## src/rtl/key_debouncer_pkg.sv

```systemverilog
// Shared defaults and width helper for the key debouncer slice.
package key_debouncer_pkg;

    localparam int unsigned DEF_W          = 4;
    localparam int unsigned DEF_STABLE_CNT = 4;

    // Counter width able to hold 0..stable_cnt-1 with one spare bit
    function automatic int unsigned cnt_width(input int unsigned stable_cnt);
        return 32'($clog2(stable_cnt) + 1);
    endfunction

endpackage

```

## src/rtl/key_debounce_bit.sv

```systemverilog
// Single key channel: two-flop synchroniser, strobe-counted stability filter,
// registered press/release pulses and a press-toggled level.
module key_debounce_bit
    import key_debouncer_pkg::*;
#(
    parameter int unsigned STABLE_CNT = DEF_STABLE_CNT
) (
    input  logic clk,
    input  logic rst_n,
    input  logic sample_en,
    input  logic key_raw,
    output logic key_level,
    output logic key_pressed,
    output logic key_released,
    output logic key_toggle
);

    localparam int unsigned      CNT_W    = cnt_width(STABLE_CNT);
    localparam logic [CNT_W-1:0] CNT_LAST = CNT_W'(STABLE_CNT - 1);

    logic             s0;
    logic             s1;
    logic [CNT_W-1:0] cnt;
    logic [CNT_W-1:0] cnt_nxt;
    logic             level_nxt;
    logic             pressed_nxt;
    logic             released_nxt;
    logic             toggle_nxt;

    // Synchroniser runs every clock, independent of the strobe
    always_ff @(posedge clk or negedge rst_n) begin
        if (!rst_n) begin
            s0 <= 1'b0;
            s1 <= 1'b0;
        end else begin
            s0 <= key_raw;
            s1 <= s0;
        end
    end

    // Filter: count strobed mismatches, accept the new level on the last one
    always_comb begin
        cnt_nxt      = cnt;
        level_nxt    = key_level;
        pressed_nxt  = 1'b0;
        released_nxt = 1'b0;
        toggle_nxt   = key_toggle;
        if (s1 == key_level) begin
            cnt_nxt = '0;
        end else if (sample_en) begin
            if (cnt >= CNT_LAST) begin
                cnt_nxt      = '0;
                level_nxt    = s1;
                pressed_nxt  = s1;
                released_nxt = ~s1;
                toggle_nxt   = key_toggle ^ s1;
            end else begin
                cnt_nxt = cnt + CNT_W'(1);
            end
        end
    end

    // Filter state and registered outputs
    always_ff @(posedge clk or negedge rst_n) begin
        if (!rst_n) begin
            cnt          <= '0;
            key_level    <= 1'b0;
            key_pressed  <= 1'b0;
            key_released <= 1'b0;
            key_toggle   <= 1'b0;
        end else begin
            cnt          <= cnt_nxt;
            key_level    <= level_nxt;
            key_pressed  <= pressed_nxt;
            key_released <= released_nxt;
            key_toggle   <= toggle_nxt;
        end
    end

endmodule

```

## src/rtl/key_debouncer.sv

```systemverilog
// Debounces W push-button inputs; one independent channel per key.
module key_debouncer
    import key_debouncer_pkg::*;
#(
    parameter int unsigned W          = DEF_W,
    parameter int unsigned STABLE_CNT = DEF_STABLE_CNT
) (
    input  logic         clk,
    input  logic         rst_n,
    input  logic         sample_en,
    input  logic [W-1:0] key_raw,
    output logic [W-1:0] key_level,
    output logic [W-1:0] key_pressed,
    output logic [W-1:0] key_released,
    output logic [W-1:0] key_toggle
);

    // One channel per key bit; channels share only clock, reset and strobe
    for (genvar i = 0; i < int'(W); i++) begin : g_key
        key_debounce_bit #(
            .STABLE_CNT (STABLE_CNT)
        ) u_bit (
            .clk          (clk),
            .rst_n        (rst_n),
            .sample_en    (sample_en),
            .key_raw      (key_raw[i]),
            .key_level    (key_level[i]),
            .key_pressed  (key_pressed[i]),
            .key_released (key_released[i]),
            .key_toggle   (key_toggle[i])
        );
    end

endmodule

```

## config.mk

```make
export PLATFORM = sky130hd
export DESIGN_NAME = key_debouncer
export DESIGN_NICKNAME = d
export VERILOG_FILES = /design/src/rtl/key_debouncer_pkg.sv /design/src/rtl/key_debounce_bit.sv /design/src/rtl/key_debouncer.sv
export SDC_FILE = /design/constraint.sdc
export NUM_CORES = 1
export LEC_CHECK = 0
export ABC_CLOCK_PERIOD_IN_PS = 1600
export BUFFER_PORTS_ARGS = -buffer_cell sky130_fd_sc_hd__buf_2
export CAP_MARGIN = 10
export CELL_PAD_IN_SITES_DETAIL_PLACEMENT = 0
export CELL_PAD_IN_SITES_GLOBAL_PLACEMENT = 2
export CORE_ASPECT_RATIO = 1.4
export CORE_MARGIN = 10
export CORE_UTILIZATION = 34
export CTS_CLUSTER_SIZE = 12
export DETAILED_ROUTE_END_ITERATION = 10
export HOLD_SLACK_MARGIN = 0.1
export PLACE_DENSITY = 0.77
export SKIP_CTS_REPAIR_TIMING = 1
export SYNTH_ARGS = -nofsm -noshare
export SYNTH_HDL_FRONTEND = slang
export SYNTH_SLANG_ARGS = --single-unit
```

## constraint.sdc

```tcl
create_clock -name clk -period 1.6 [get_ports clk]
set_input_delay 0.32 -clock clk [delete_from_list [all_inputs] [get_ports clk]]
set_output_delay 0.32 -clock clk [all_outputs]
set_load 0.01 [all_outputs]
```

==> out/qor.yml <==
io_pins: 23
grt_pass1_wl_um: 4890
drive_above_1_share_pct: 43.5
fillers: 495
intPower_w: 0.00205
drc: 0
design_area_um2: 2070
core_area_um2: 4800
worst_setup_path_start_kind: "register"
r2r_cells: 5
setup_violations: 0
cts.sinks: 36
outcome: "finished clean"
drv_cap: 0
dp_cells: 216
wirelength_um: 2930
rsz0062_at_grt: "false"
clkPwrFrac_pct: 21.9
synth_warnings: 0
drv_slew: 0
synth_area_leader_cell: "dfrtp_1"
synth.most_common_cell: "dfrtp_1"
preCtsSetupSlack_ns: 0.0786
r2r-start: "g_key[0].u_bit.cnt[1]"
cts_buffers: 5
clockBufferDepth: 2
cts_tree: "done"
crit_arrival_ns: 1.71
combPwrFrac_pct: 35.6
power_switching_w: 0.000989
path_class: "register to register"
die_x_um: 79.0
final_cells: 225
place_hpwl_um: 2190
area_growth_pct: 24.5
finalHoldViolCount: 0
gr-total-overflow: 0
initial_utilization_pct: 34.5
n_antenna_cell: 0
num_vias: 1008
viasPerCell: 4.48
grt_usage_pct: 7.88
power.leakage_nw: 0.982
r2r_slack_ns: 0.06
holdPathEnd: "g_key[0].u_bit.s0"
syn_area_per_cell_um2: 12.7
layout_setup_ws_ns: 0.0626
io_buffers: 22
grt_max_degree: 37
hold_path_class: "input port to register"
synth_edf_count: 0
fp-row-count: 30
die_h_um: 103
whs_path_depth: 1
wl_per_cell_um: 13.0
endpoint_kind: "register"
postSynthNetCount: 146
netlist_instances: 131
place_area_um2: 1970
async_flop_share_pct: 100
die_area_um2: 8110
globalplace.congestion: 0.785
synth_top_cell_area_share_pct: 54.3
pwr-share-seq_pct: 42.4
grt_pass1_vias: 1079
synth_area_um2: 1660
synthFlopType: "dfrtp_1"
antenna_found_initial: 0
worstReg2RegEnd: "g_key[0].u_bit.key_level"
synth.area.top_cells: "dfrtp_1, buf_4, ha_1"
synth_cell_type_count: 19
ys_seq_area_share_pct: 54.3
maxSlewHeadroom_pct: 70.0
final.min_clock_period_ns: 1.54
drt_first_pass_iters: 4
power.density_nw_per_um2: 1470
post-route-period-util_pct: 96.1
sw_frac_of_total_pct: 32.6
vdd_drop_max_mv: 0.527
first_iter_violations: 50
ant_nets: 0
insertion_delay_ns: 0.29
yosys_register_bits: 36
cts.htree.levels: 2
cts_root_buf: "clkbuf_8"
synth.top_cells.by_count: "dfrtp_1, buf_4, a21oi_1"
worstMarginPinSlew_ns: 0.449
hp-start: "key_raw[0]"
crit_required_ns: 1.77
cts.reportedPaths.clkPinSlew_ns: 0.07
nets: 175
cp_max_fo: 2
fin_worst_skew_ns: 0.00664
clock.fmax_ghz: 0.650
-- how the worst max path moves through the flow --
stage / start / cells past startpoint / end / slack [ns]
final: g_key[0].u_bit.cnt[1] / 5 / g_key[0].u_bit.key_level / 0.06
after global placement: g_key[0].u_bit.cnt[1] / 5 / g_key[0].u_bit.key_level / 0.09
after floorplan: g_key[0].u_bit.cnt[1] / 5 / g_key[0].u_bit.key_level / -0.05
after detailed placement: g_key[0].u_bit.cnt[1] / 5 / g_key[0].u_bit.key_level / 0.08
after CTS: g_key[0].u_bit.cnt[1] / 5 / g_key[0].u_bit.key_level / 0.06
after global routing: g_key[0].u_bit.cnt[0] / 5 / g_key[0].u_bit.key_level / 0.02
-- area by class of cell --
| type | count | area [um2] | share of cell area [%] |
|---|---|---|---|
| Inverter | 5 | 21.3 | 1.03 |
| Timing Repair Buffer | 40 | 248 | 12.0 |
| Clock buffer | 8 | 90.1 | 4.36 |
| Tap cell | 64 | 80.1 | 3.88 |
| Sequential cell | 36 | 901 | 43.6 |
| Multi-Input combinational cell | 72 | 726 | 35.1 |
-- placed cells by master (no fill, tap or decap), drive strengths merged --
cell,synthesis,layout
nand3,4,4
nor2,4,4
nand2,8,8
ha,8,8
nor3b,5,5
nor4b,7,7
mux2,4,4
dfrtp,36,36
a211oi,4,4
dlygate4sd3,0,1
xor2,4,4
inv,5,5
nand3b,4,4
buf,18,39
a21oi,12,12
xnor2,4,4
nand2b,4,4
clkbuf,0,8
-- power groups by stage --
| stage | Sequential (W) | Clock (W) | Combinational [W] |
|---|---|---|---|
| 4_1_cts | 0.00129 | 0.000700 | 0.00111 |
| 3_3_place_gp | 0.00129 | 0 | 0.00106 |
| 5_1_grt | 0.00132 | 0.000727 | 0.00119 |
| 2_1_floorplan | 0.00135 | 0 | 0.000741 |
| 3_5_place_dp | 0.00131 | 0 | 0.00111 |
| 6_report | 0.00129 | 0.000666 | 0.00108 |
-- worst max-delay path, stage by stage, from the launching register on --
cell      delay, ns
dfrtp_1        0.38
ha_2           0.20
ha_4           0.17
a211oi_4       0.21
nand2b_4       0.17
mux2_4         0.29
-- per-layer routing --
metal  vias up  global-route usage [%]  part of all wire [%]
met5         -                       0                     0
met1       497                    7.13                    37
met4         0                    5.39                   2.5
li1        490                       -                     -
met2        15                    14.1                    56
met3         6                    3.14                   4.5
-- through the flow --
step | util [%] | hold WS, ns | power [W] | TNS [ns]
floorplan | - | 0.0244 | 0.00209 | -0.100
global placement | 40.9 | 0.332 | 0.00235 | 0
detailed placement | 40.9 | 0.336 | 0.00242 | 0
CTS | 42.8 | 0.0733 | 0.00310 | 0
global route | 43.0 | 0.118 | 0.00324 | 0
finish | 43.0 | 0.137 | 0.00304 | 0
-- state kept, by name (all words and copies together) (netlist names) --
signal	flops
g_key.u_bit.cnt	12
g_key.u_bit.key_level	4
g_key.u_bit.key_pressed	4
g_key.u_bit.key_released	4
g_key.u_bit.key_toggle	4
g_key.u_bit.s0	4
g_key.u_bit.s1	4
-- cells by family after synthesis --
family,share of synthesized area (%)
AO/OA/AOI/OAI,6.64
XOR/XNOR,4.22
adder cells (fa/ha/maj),6.03
buffers and inverters,9.28
flip-flops,54.3
multiplexers,2.71
AND/OR/NAND/NOR,16.8
(Power assumes the default switching activity.)
